===== config.mk =====
export PLATFORM = sky130hd
export DESIGN_NAME = dm_access_unit
export DESIGN_NICKNAME = d
export VERILOG_FILES = /design/src/rtl/dm_access_pkg.sv /design/src/rtl/dm_align.sv /design/src/rtl/dm_access_unit.sv
export SDC_FILE = /design/constraint.sdc
export NUM_CORES = 1
export LEC_CHECK = 0
export CORE_AREA = 2 2 117 119
export DETAILED_ROUTE_END_ITERATION = 7
export DIE_AREA = 0 0 119 121
export PLACE_DENSITY = 0.86
export SYNTH_ARGS = -nofsm -noshare
export SYNTH_HDL_FRONTEND = slang
export SYNTH_SLANG_ARGS = --single-unit

===== constraint.sdc =====
create_clock -name clk -period 5.09 [get_ports clk]
set_input_delay 1.018 -clock clk [delete_from_list [all_inputs] [get_ports clk]]
set_output_delay 1.018 -clock clk [all_outputs]
set_load 0.03 [all_outputs]

===== src/rtl/dm_access_pkg.sv =====
// Shared encodings for the data-memory access unit: decoder store/load codes,
// FSM state type and completion error codes.
package dm_access_pkg;

  localparam logic [1:0] MW_NONE = 2'b00;
  localparam logic [1:0] MW_SW   = 2'b01;
  localparam logic [1:0] MW_SB   = 2'b10;
  localparam logic [1:0] MW_SH   = 2'b11;

  localparam logic [2:0] LD_LW  = 3'b000;
  localparam logic [2:0] LD_LB  = 3'b001;
  localparam logic [2:0] LD_LBU = 3'b010;
  localparam logic [2:0] LD_LH  = 3'b011;
  localparam logic [2:0] LD_LHU = 3'b100;

  typedef enum logic [1:0] {
    ST_IDLE = 2'b00,
    ST_REQ  = 2'b01,
    ST_DONE = 2'b10
  } state_t;

  localparam logic [1:0] ERR_OK       = 2'b00;
  localparam logic [1:0] ERR_MISALIGN = 2'b01;
  localparam logic [1:0] ERR_TIMEOUT  = 2'b10;

endpackage


===== src/rtl/dm_align.sv =====
// Combinational lane logic: misalignment detection, store byte enables and
// lane replication, and load lane selection with sign/zero extension.
module dm_align
  import dm_access_pkg::*;
(
  input  logic        is_write,
  input  logic [1:0]  mem_write,
  input  logic [2:0]  laddr,
  input  logic [1:0]  offset,
  input  logic [31:0] wdata,
  input  logic [2:0]  ld_type,
  input  logic [1:0]  ld_offset,
  input  logic [31:0] word,
  output logic        misaligned,
  output logic [3:0]  be,
  output logic [31:0] lane_wdata,
  output logic [31:0] load_data
);

  logic [7:0]  byte_sel;
  logic [15:0] half_sel;

  always_comb begin
    misaligned = 1'b0;
    be         = 4'b1111;
    lane_wdata = 32'h0;
    if (is_write) begin
      lane_wdata = wdata;
      case (mem_write)
        MW_SB: begin
          be         = 4'b0001 << offset;
          lane_wdata = {4{wdata[7:0]}};
        end
        MW_SH: begin
          misaligned = offset[0];
          be         = offset[1] ? 4'b1100 : 4'b0011;
          lane_wdata = {2{wdata[15:0]}};
        end
        default: misaligned = (offset != 2'b00);
      endcase
    end else begin
      case (laddr)
        LD_LB, LD_LBU: misaligned = 1'b0;
        LD_LH, LD_LHU: misaligned = offset[0];
        default:       misaligned = (offset != 2'b00);
      endcase
    end
  end

  // Little-endian: lane i holds bits 8i+7:8i.
  assign byte_sel = word[{ld_offset, 3'b000} +: 8];
  assign half_sel = ld_offset[1] ? word[31:16] : word[15:0];

  always_comb begin
    load_data = word;
    case (ld_type)
      LD_LB:   load_data = {{24{byte_sel[7]}}, byte_sel};
      LD_LBU:  load_data = {24'h0, byte_sel};
      LD_LH:   load_data = {{16{half_sel[15]}}, half_sel};
      LD_LHU:  load_data = {16'h0, half_sel};
      default: load_data = word;
    endcase
  end

endmodule


===== src/rtl/dm_access_unit.sv =====
// Multi-cycle data-memory access unit: req/ack bus FSM with stall, timeout
// abort, and aligned/extended load return to write-back.
module dm_access_unit
  import dm_access_pkg::*;
#(
  parameter int TIMEOUT_CYCLES = 255
) (
  input  logic        clk,
  input  logic        rst,
  input  logic        acc_valid,
  input  logic        mem_read,
  input  logic [1:0]  mem_write,
  input  logic [2:0]  laddr,
  input  logic [31:0] addr,
  input  logic [31:0] wdata,
  output logic [31:0] rdata,
  output logic        stall,
  output logic        done,
  output logic [1:0]  err,
  output logic        bus_req,
  output logic        bus_we,
  output logic [3:0]  bus_be,
  output logic [31:0] bus_addr,
  output logic [31:0] bus_wdata,
  input  logic        bus_ack,
  input  logic [31:0] bus_rdata,
  output state_t      fsm_state
);

  // Bus handshake: bus_req is high for every REQ cycle and the bus_* payload is
  // held constant until the cycle bus_ack is seen high with bus_req, at which
  // point read data is taken from bus_rdata in that same cycle.

  localparam logic [7:0] TO_LAST = 8'(TIMEOUT_CYCLES - 1);

  state_t      state, state_next;
  logic [7:0]  cnt;
  logic [2:0]  ld_type;
  logic [1:0]  ld_offset;
  logic        is_write, start, timeout_hit, misaligned;
  logic [3:0]  be;
  logic [31:0] lane_wdata, load_data;

  assign is_write    = (mem_write != MW_NONE);
  assign start       = acc_valid && (mem_read || is_write);
  assign timeout_hit = (cnt == TO_LAST);
  assign fsm_state   = state;

  dm_align u_align (
    .is_write   (is_write),
    .mem_write  (mem_write),
    .laddr      (laddr),
    .offset     (addr[1:0]),
    .wdata      (wdata),
    .ld_type    (ld_type),
    .ld_offset  (ld_offset),
    .word       (bus_rdata),
    .misaligned (misaligned),
    .be         (be),
    .lane_wdata (lane_wdata),
    .load_data  (load_data)
  );

  always_comb begin
    state_next = state;
    stall      = 1'b0;
    done       = 1'b0;
    bus_req    = 1'b0;
    case (state)
      ST_IDLE: begin
        if (start) begin
          stall      = 1'b1;
          state_next = misaligned ? ST_DONE : ST_REQ;
        end
      end
      ST_REQ: begin
        stall   = 1'b1;
        bus_req = 1'b1;
        if (bus_ack || timeout_hit) state_next = ST_DONE;
      end
      ST_DONE: begin
        done       = 1'b1;
        state_next = ST_IDLE;
      end
      default: state_next = ST_IDLE;
    endcase
  end

  always_ff @(posedge clk or posedge rst) begin
    if (rst) state <= ST_IDLE;
    else     state <= state_next;
  end

  always_ff @(posedge clk or posedge rst) begin
    if (rst) begin
      cnt       <= 8'h0;
      ld_type   <= LD_LW;
      ld_offset <= 2'b00;
      bus_we    <= 1'b0;
      bus_be    <= 4'h0;
      bus_addr  <= 32'h0;
      bus_wdata <= 32'h0;
      rdata     <= 32'h0;
      err       <= ERR_OK;
    end else begin
      case (state)
        ST_IDLE: begin
          if (start) begin
            cnt       <= 8'h0;
            ld_type   <= laddr;
            ld_offset <= addr[1:0];
            bus_we    <= is_write;
            bus_be    <= be;
            bus_addr  <= {addr[31:2], 2'b00};
            bus_wdata <= lane_wdata;
            rdata     <= 32'h0;
            err       <= misaligned ? ERR_MISALIGN : ERR_OK;
          end
        end
        ST_REQ: begin
          if (bus_ack) begin
            rdata <= bus_we ? 32'h0 : load_data;
            err   <= ERR_OK;
          end else begin
            cnt <= cnt + 8'h1;
            if (timeout_hit) begin
              rdata <= 32'h0;
              err   <= ERR_TIMEOUT;
            end
          end
        end
        default: ;
      endcase
    end
  end

endmodule


==> summary.txt, run 1 <==
Setup path
  • Reg-to-Reg Start: ld_offset[1]$_DFFE_PP0P_
  • Slowest stage delay, CP: 650 ps
  • Worst Path Buf+Inv: 2
  • Crit path top cell by count: clkdlybuf4s50_1
  • Worst reg2reg path depth: 5
  • Crit path max-delay family: buffers and inverters
  • Crit-path cells: clkdlybuf4s50_1, o31ai_1, a21oi_1, clkdlybuf4s50_1
  • Worst Path Arrival: 2990 ps
  • CP Max Fanout: 4
  • Crit path capture: stall
  • Flop2flop setup slack: 2410 ps
  • Kind of critical path: in2out
  • CP Capture Type: output pin
  • WP depth: 4
  • CP Data Required Time: 4070 ps
  • Slowest cell on crit path: clkdlybuf4s50_1
  • CP startpoint: mem_write[1]
  • Reg2reg end: rdata[30]$_DFFE_PP0P_
  • CP startpoint kind: primary input

Synthesis
  • Primary FF master, synth: dfrtp_1
  • Register area share after synthesis: 50.11%
  • Post-synth EDFFs: 0
  • Asr flop ratio synth: 100.0%
  • Post-synthesis mux area share: 3.499%
  • Largest family of logic cells by synthesized area: simple AND/OR/NAND/NOR gates
  • Synthesized instance count: 652
  • Synth Area in Adders: 0.4320%
  • Synthesized area per cell: 8.885 um2
  • Compound-cell area share of the yosys netlist: 17.56%
  • Synth unique cells: 56
  • XOR/XNOR share of the synthesized area: 1.641%
  • Seq cells post-synth: 116
  • YS warnings: 0
  • Fraction of the mapped netlist area in simple logic gates: 22.48%
  • Synth Cell Area: 0.005793 mm2

Run status
  • Outcome: finished clean

Final layout
  • Layout net count: 951
  • Reg area: 0.002903 mm2
  • Share of cells above drive strength 1: 6.557%
  • Syn-to-layout area delta: 47.24%
  • Fillers: 1025
  • Number of diodes: 0
  • Fin util: 65.18%
  • Multi-input combinational cell area: 0.002656 mm2

Place
  • Buffers on Ports: 211
  • Routability cong.: 0.8297
  • DPL Wire Length: 12680 um

Drt
  • Initial DRC count: 469
  • Remaining DRCs: 0
  • Detailed-route via count: 5703
  • Via-to-Cell Ratio: 5.537
  • ANT nets after route: 0
  • WL final: 18120 um
  • Detailed Routing Iterations Pass 1: 5
  • Drt wl/cell: 17.60 um

Timing
  • Tcrit/Tclk final: 78.68%
  • Clock Skew: 7.404 ps
  • Hold Vio Cnt, Final: 0
  • Slew Viols, Final: 0
  • Endpoints failing setup: 0
  • Fin Setup TNS: 0 ps
  • Min Clock Period, post-route: 4005 ps
  • Slew margin rel.: 15.36%
  • Worst slew pin tran: 1267 ps
  • Fmax achieved: 249.7 MHz
  • Unrepaired setup endpoints after global routing: no

Floorplan
  • Die X: 119 um
  • Die height: 121 um
  • Count of boundary I/O pins: 214
  • Die area: 0.01440 mm2
  • Total core area: 0.01309 mm2
  • Rows: 42
  • Starting Density: 44.27%

CTS
  • CTS tree: yes
  • Inserted Clock Buffers: 17
  • Post-CTS Setup Bufs: 0
  • Worst-Skew Late Latency: 410 ps
  • CTS clock-pin slew for the worst setup and hold paths: 50 ps
  • Sink Count: 116
  • CTS root buf: clkbuf_16
  • H-tree depth: 4
  • Cts repair resizes: 0
  • CTS max path bufs: 2
  • Hold buffer count at cts: 0

Worst hold path
  • Class of the worst hold path: reg2reg

Power
  • Peak supply drop: 450.4 uV
  • Power, Total: 5591 uW
  • PwrDens: 655.5 mW/mm2
  • Leakage: 0.003684 uW

Global routing
  • Vias in the first global route: 5562
  • Total GRT Usage: 26.02%
  • Initial antenna violation count: 0
  • Largest net degree at the start of global routing: 60
  • Total gr overflow: 0
  • First-pass GRT wire length: 29260 um

Flow run
  • Max Cap Viol: 0
[worst reg2reg max path: cells and delay by family, from the launching register on]
kind	cells	cell delay (ps)
AO/OA/AOI/OAI	3	760
flip-flops	1	940
multiplexers	1	600
AND/OR/NAND/NOR	1	230
[report_power, final]
| group | switching [uW] | internal, uW |
|---|---|---|
| Sequential | 321 | 1300 |
| Combinational | 1730 | 1140 |
| Clock | 389 | 713 |
[placed cells by master (no fill, tap or decap), types with 8 or more instances in the layout]
cell type          n
mux2i_1            9
a21oi_1           29
nand2_1          166
a221oi_1          30
o31ai_1            8
nand3_1           14
dfrtp_1          116
clkdlybuf4s50_1  211
buf_4             10
nor2_1            84
o21ai_1           18
o21ai_0           18
mux2_2             8
clkbuf_16         17
[registers in the layout, summed over array words and instances, names as in the netlist]
signal	cells
bus_we	1
ld_offset	2
cnt	8
bus_be	4
bus_wdata	32
err	2
fsm_state	2
ld_type	3
bus_addr	30
rdata	32
[cells by family after synthesis]
logic type | Yosys count
and+or+nand+nor | 303
AOI/OAI and AO/OA | 148
DFF | 116
buffers and inverters | 54
muxes | 18
xor gates and xnor gates | 10
adders and majority gates | 2
other | 1
[cells in the mapped netlist, types with 3 or more instances]
cell type  instances  area share, %
a211oi_1           7           0.91
a21oi_1           29            2.5
a221oi_1          30            4.5
a22o_1             3           0.45
a22oi_1            7           0.91
a31oi_1            4           0.43
buf_1              6           0.39
buf_2              9           0.78
buf_4              8            1.0
clkbuf_1          27            1.7
dfrtp_1          116             50
inv_1              3           0.19
mux2_2             8            1.6
mux2i_1            9            1.6
nand2_1          166             11
nand2b_1           6           0.65
nand3_1           14            1.2
nor2_1            84            5.4
nor2b_1            5           0.54
nor3_1             4           0.35
nor3b_1            7           0.91
o21ai_0           18            1.6
o21ai_1           18            1.6
o2bb2ai_1          6           0.91
o31ai_1            8            1.0
o32ai_1            6           0.91
xnor2_1            3           0.45
xor2_1             6           0.91
[final cells by class]
cell class / instances / share of cell area [%]
inverter: 4 / 0.2054
clock inverter: 5 / 0.5868
tap: 176 / 2.582
timing repair buffer: 221 / 25.64
multi-input combinational: 483 / 31.14
clock buffer: 25 / 5.809
sequential: 116 / 34.03
[through the flow]
step / setup slack [ps] / instances / area (um2) / hold slack (ps)
floorplan: 999.6 / 653 / 5797 / 496.6
global placement: 1116 / 1000 / 7984 / 450.4
detailed placement: 1124 / 1000 / 7984 / 455.4
CTS: 1074 / 1030 / 8529 / 467.2
global route: 1008 / 1030 / 8529 / 494.6
finish: 1085 / 1030 / 8529 / 464.0
[per-layer routing]
metal / global-route usage [%] / vias to the layer above / share of wire [%]
met1: 33.32 / 2728 / 41
met4: 10.12 / 0 / 2.6
met3: 9.211 / 32 / 9.9
li1: - / 2653 / -
met2: 40.48 / 290 / 46
met5: 0 / - / 0
[how the worst min path moves through the flow]
stage / slack, ps / startpoint / endpoint / cells past startpoint
3_5_place_dp: 460 / bus_wdata[7]$_DFFE_PP0P_ / bus_wdata[7]$_DFFE_PP0P_ / 2
2_1_floorplan: 500 / cnt[7]$_DFFE_PP0P_ / cnt[7]$_DFFE_PP0P_ / 2
4_1_cts: 470 / bus_wdata[7]$_DFFE_PP0P_ / bus_wdata[7]$_DFFE_PP0P_ / 2
3_3_place_gp: 450 / bus_wdata[7]$_DFFE_PP0P_ / bus_wdata[7]$_DFFE_PP0P_ / 2
6_report: 460 / bus_wdata[7]$_DFFE_PP0P_ / bus_wdata[7]$_DFFE_PP0P_ / 2
5_1_grt: 490 / bus_addr[30]$_DFFE_PP0P_ / bus_addr[30]$_DFFE_PP0P_ / 2
No activity file was read; power rests on OpenSTA's default activity.
==> run 2: changes to the inputs <==
- clock period: 5.09 -> 3.75 ns (I/O delays scaled with it)
==> summary.txt, run 2 (synthesis results as in run 1) <==
Run status
  • Outcome: finished clean

Timing
  • Slew Viols, Final: 0
  • Worst slew pin tran: 1131 ps
  • Hold Vio Cnt, Final: 0
  • Clock Skew: 4.542 ps
  • Hold Slack: 467.5 ps
  • Min Clock Period, post-route: 3059 ps
  • Unrepaired setup endpoints after global routing: no
  • Tcrit/Tclk final: 81.56%
  • Fin Setup TNS: 0 ps
  • Endpoints failing setup: 0
  • Fmax achieved: 326.9 MHz
  • Slew margin rel.: 24.45%

Drt
  • Detailed-route via count: 5623
  • Remaining DRCs: 0
  • ANT nets after route: 0
  • Detailed Routing Iterations Pass 1: 5
  • WL final: 17780 um
  • Via-to-Cell Ratio: 5.470
  • Drt wl/cell: 17.29 um
  • Initial DRC count: 541

Place
  • Routability cong.: 0.8391
  • DPL Wire Length: 12460 um
  • Buffers on Ports: 211

Setup path
  • CP startpoint: mem_write[1]
  • Worst reg2reg path depth: 5
  • Crit-path cells: clkdlybuf4s50_1, o31ai_1, a21oi_1, buf_4
  • Reg2reg end: rdata[27]$_DFFE_PP0P_
  • Flop2flop setup slack: 1120 ps
  • Kind of critical path: in2out
  • Slowest stage delay, CP: 570 ps
  • CP Data Required Time: 3000 ps
  • Reg-to-Reg Start: ld_offset[1]$_DFFE_PP0P_
  • CP Capture Type: output pin
  • CP startpoint kind: primary input
  • Worst Path Buf+Inv: 2
  • Slowest cell on crit path: o31ai_1
  • WP depth: 4
  • CP Max Fanout: 4
  • Crit path max-delay family: compound AO/OA/AOI/OAI gates
  • Worst Path Arrival: 2310 ps

Final layout
  • Commonest non-fill, non-tap cells in the layout: clkdlybuf4s50_1 (210), nand2_1 (166), dfrtp_1 (116)
  • Share of cells above drive strength 1: 6.573%
  • Layout net count: 951
  • Fillers: 1011
  • Syn-to-layout area delta: 47.60%
  • Biggest regs: bus_wdata: 32 flops, rdata: 32 flops, bus_addr: 30 flops
  • Most common cell after layout, fill and taps aside: clkdlybuf4s50_1
  • Reg area: 0.002903 mm2
  • Number of diodes: 0
  • Multi-input combinational cell area: 0.002656 mm2

CTS
  • Inserted Clock Buffers: 17
  • Post-CTS Setup Bufs: 0
  • Sink Count: 116
  • H-tree depth: 4
  • Worst-Skew Late Latency: 410 ps
  • CTS clock-pin slew for the worst setup and hold paths: 50 ps
  • CTS max path bufs: 2
  • Hold buffer count at cts: 0
  • CTS tree: yes
  • CTS root buf: clkbuf_16
  • Cts repair resizes: 0

Worst hold path
  • Class of the worst hold path: reg2reg
  • Worst Hold End: bus_wdata[7]$_DFFE_PP0P_
  • Hold depth: 2
  • Hold Path Origin: bus_wdata[7]$_DFFE_PP0P_

Power
  • PwrDens: 891.5 mW/mm2
  • Leakage: 0.003683 uW
  • Peak supply drop: 527.0 uV

Floorplan
  • Die area: 0.01440 mm2
  • Die X: 119 um
  • Total core area: 0.01309 mm2
  • Count of boundary I/O pins: 214
  • Rows: 42
  • Die height: 121 um
  • Starting Density: 44.27%

Global routing
  • Initial antenna violation count: 0
  • First-pass GRT wire length: 28410 um
  • Total gr overflow: 0
  • Largest net degree at the start of global routing: 90
  • Total GRT Usage: 25.29%
  • Vias in the first global route: 5522

Flow run
  • Max Cap Viol: 0
-- run 2: routing by layer --
metal | GRT usage, % | routed length, um
met5 | 0 | 0
met4 | 10.57 | 519
met3 | 9.445 | 1689
met2 | 39.40 | 8224
met1 | 31.77 | 7345
-- run 2: how the worst max path moves through the flow --
stage	to	slack, ps
finish	stall	690
global route	stall	600
detailed placement	cnt[0]$_DFFE_PP0P_	710
CTS	stall	720
floorplan	stall	1360
global placement	cnt[1]$_DFFE_PP0P_	810
-- run 2: power by group --
part	internal [uW]	leakage (uW)	switching, uW
logic	1550	0.00195	2320
registers	1770	0.00146	452
clock network	1010	0.000271	530
-- run 2: worst min-delay path, delay by kind of cell, from the launching register on --
kind / cells / cell delay [ps]
flops: 1 / 340
simple gates: 2 / 100
-- run 2: final cells by class --
type | count | share of cell area, %
Clock buffer | 23 | 5.590
Multi-Input combinational cell | 483 | 31.07
Sequential cell | 116 | 33.95
Timing Repair Buffer | 221 | 25.70
Clock inverter | 5 | 0.9072
Tap cell | 176 | 2.575
Inverter | 4 | 0.2195
-- run 2: per-stage QoR --
| stage | power [uW] | cell area (um2) | worst slack (ps) | util [%] | instances |
|---|---|---|---|---|---|
| 6_report | 7623 | 8551 | 691.3 | 65.35 | 1028 |
| 5_1_grt | 8078 | 8551 | 602.3 | 65.35 | 1028 |
| 4_1_cts | 7652 | 8551 | 717.0 | 65.35 | 1028 |
| 3_5_place_dp | 6064 | 7995 | 712.0 | 61.10 | 1000 |
| 3_3_place_gp | 6005 | 7995 | 814.3 | 61.10 | 1000 |
| 2_1_floorplan | 4549 | 5801 | 1364 | - | 653 |
==> run 3: changes to the inputs <==
- clock period: 3.75 -> 2.95 ns (I/O delays scaled with it)
==> summary.txt, run 3 (synthesis results as in run 1) <==
Power
  • PwrDens: 1138 mW/mm2
  • Clock Power Share: 20.7%
  • Sw Share: 43.27%
  • Leakage: 0.003724 uW
  • Int Pwr: 5566 uW
  • Peak supply drop: 745.2 uV
  • Switching pwr: 4245 uW
  • Combinational Power Share: 51.4%
  • Register share of total power: 27.8%

Floorplan
  • Count of boundary I/O pins: 214
  • Starting Density: 44.27%
  • Die area: 0.01440 mm2
  • Die X: 119 um
  • Rows: 42
  • Total core area: 0.01309 mm2
  • Die height: 121 um

Drt
  • M1 wire length: 7270 um
  • Initial DRC count: 420
  • Via-to-Cell Ratio: 5.513
  • Detailed Routing Iterations Pass 1: 5
  • Detailed-route via count: 5717
  • Routed met3 length: 1869 um
  • Remaining DRCs: 0
  • ANT nets after route: 0
  • Top Layer Used: met4
  • WL final: 18120 um
  • Drt wl/cell: 17.47 um
  • WL met2: 8548 um

Final layout
  • Syn-to-layout area delta: 48.86%
  • Most common cell after layout, fill and taps aside: clkdlybuf4s50_1
  • Share of cells above drive strength 1: 7.549%
  • Fillers: 1022
  • Reg area: 0.002903 mm2
  • Biggest regs: bus_wdata: 32 flops, rdata: 32 flops, bus_addr: 30 flops
  • Layout net count: 956
  • Post-Layout Cell Count: 1037
  • Commonest non-fill, non-tap cells in the layout: clkdlybuf4s50_1 (210), nand2_1 (166), dfrtp_1 (116)
  • Number of diodes: 0
  • Multi-input combinational cell area: 0.002656 mm2

Setup path
  • Kind of critical path: reg2out
  • Slowest stage delay, CP: 790 ps
  • CP startpoint kind: flip-flop
  • Slowest cell on crit path: clkdlybuf4s50_1
  • Worst Path Buf+Inv: 2
  • CP Max Fanout: 8
  • Worst Path Arrival: 2190 ps
  • CP Capture Type: output pin
  • Crit path max-delay family: buffers and inverters
  • CP Data Required Time: 2360 ps
  • Crit-path cells: inv_1, nor2_1, clkdlybuf4s50_1

CTS
  • CTS max path bufs: 2
  • CTS root buf: clkbuf_16
  • Worst-Skew Late Latency: 420 ps
  • Cts repair resizes: 0
  • H-tree depth: 4
  • Hold buffer count at cts: 0
  • CTS clock-pin slew for the worst setup and hold paths: 50 ps
  • Inserted Clock Buffers: 17
  • CTS tree: yes
  • Sink Count: 116
  • Post-CTS Setup Bufs: 0

Timing
  • Slew margin rel.: 22.03%
  • Clock Skew: 12.66 ps
  • Min Clock Period, post-route: 2784 ps
  • Tcrit/Tclk final: 94.37%
  • Fmax achieved: 359.2 MHz
  • Fin Setup TNS: 0 ps
  • Slew Viols, Final: 0
  • Hold Vio Cnt, Final: 0
  • Worst slew pin tran: 1167 ps
  • Hold Slack: 463.1 ps
  • Endpoints failing setup: 0
  • Unrepaired setup endpoints after global routing: no

Global routing
  • Total gr overflow: 0
  • Initial antenna violation count: 0
  • Total GRT Usage: 25.58%
  • First-pass GRT wire length: 28680 um
  • Largest net degree at the start of global routing: 117
  • Vias in the first global route: 5459

Place
  • Routability cong.: 0.9135
  • Buffers on Ports: 211
  • DPL Wire Length: 12780 um
  • Dpl cells: 1005

Flow run
  • Max Cap Viol: 0

Worst hold path
  • Class of the worst hold path: reg2reg

Run status
  • Outcome: finished clean
==> run 3: cell types whose count changed in the layout (fill, tap and decap cells not counted), sizes merged <==
cell      change
clkbuf        +1
clkinv        +2
buf           +5
clkinvlp      +1
==> run 3: layer usage <==
metal  GRT usage, %  vias to the layer above
met1          31.52                     2702
met5              0                        -
met4          9.821                        0
li1               -                     2662
met2          40.59                      315
met3          10.06                       38
==> run 3: power groups by stage <==
| stage | sequential [uW] | clock, uW | combinational [uW] |
|---|---|---|---|
| 2_1_floorplan | 3840 | 0 | 1940 |
| 3_3_place_gp | 2720 | 0 | 4940 |
| 3_5_place_dp | 2740 | 0 | 5020 |
| 4_1_cts | 2730 | 2060 | 5060 |
| 5_1_grt | 2820 | 2130 | 5400 |
| 6_report | 2730 | 2040 | 5050 |
==> run 3: final timing paths <==
path,start,endpoint,slack [ps],cells after the start
max,fsm_state[0]$_DFFE_PP0P_,bus_req,170,3
max reg2reg,fsm_state[0]$_DFFE_PP0P_,rdata[28]$_DFFE_PP0P_,840,6
min in group asynchronous,rst,rdata[11]$_DFFE_PP0P_,710,3
min reg2reg,bus_wdata[2]$_DFFE_PP0P_,bus_wdata[2]$_DFFE_PP0P_,460,2
max in group asynchronous,rst,bus_wdata[3]$_DFFE_PP0P_,1780,3
min,bus_wdata[2]$_DFFE_PP0P_,bus_wdata[2]$_DFFE_PP0P_,460,2
==> run 3: per-stage QoR <==
stage | worst slack, ps | power (uW) | util, % | area, um2
2_1_floorplan | 783.5 | 5783 | - | 5801
6_report | 166.2 | 9811 | 65.90 | 8623
5_1_grt | 118.8 | 10350 | 65.90 | 8623
3_5_place_dp | 279.4 | 7754 | 61.39 | 8033
3_3_place_gp | 360.0 | 7657 | 61.39 | 8033
4_1_cts | 214.2 | 9851 | 65.90 | 8623
==> run 3: worst min-delay path, delay by kind of cell (launching register included) <==
family	cells	cell delay (ps)
flip-flops	1	340
AND/OR/NAND/NOR	2	100
==> run 3: cell type report <==
type / count / share of cell area (%)
sequential: 116 / 33.66
multi-input combinational: 483 / 30.80
timing repair buffer: 226 / 25.91
clock buffer: 24 / 5.702
tap: 176 / 2.554
clock inverter: 8 / 1.146
inverter: 4 / 0.2176
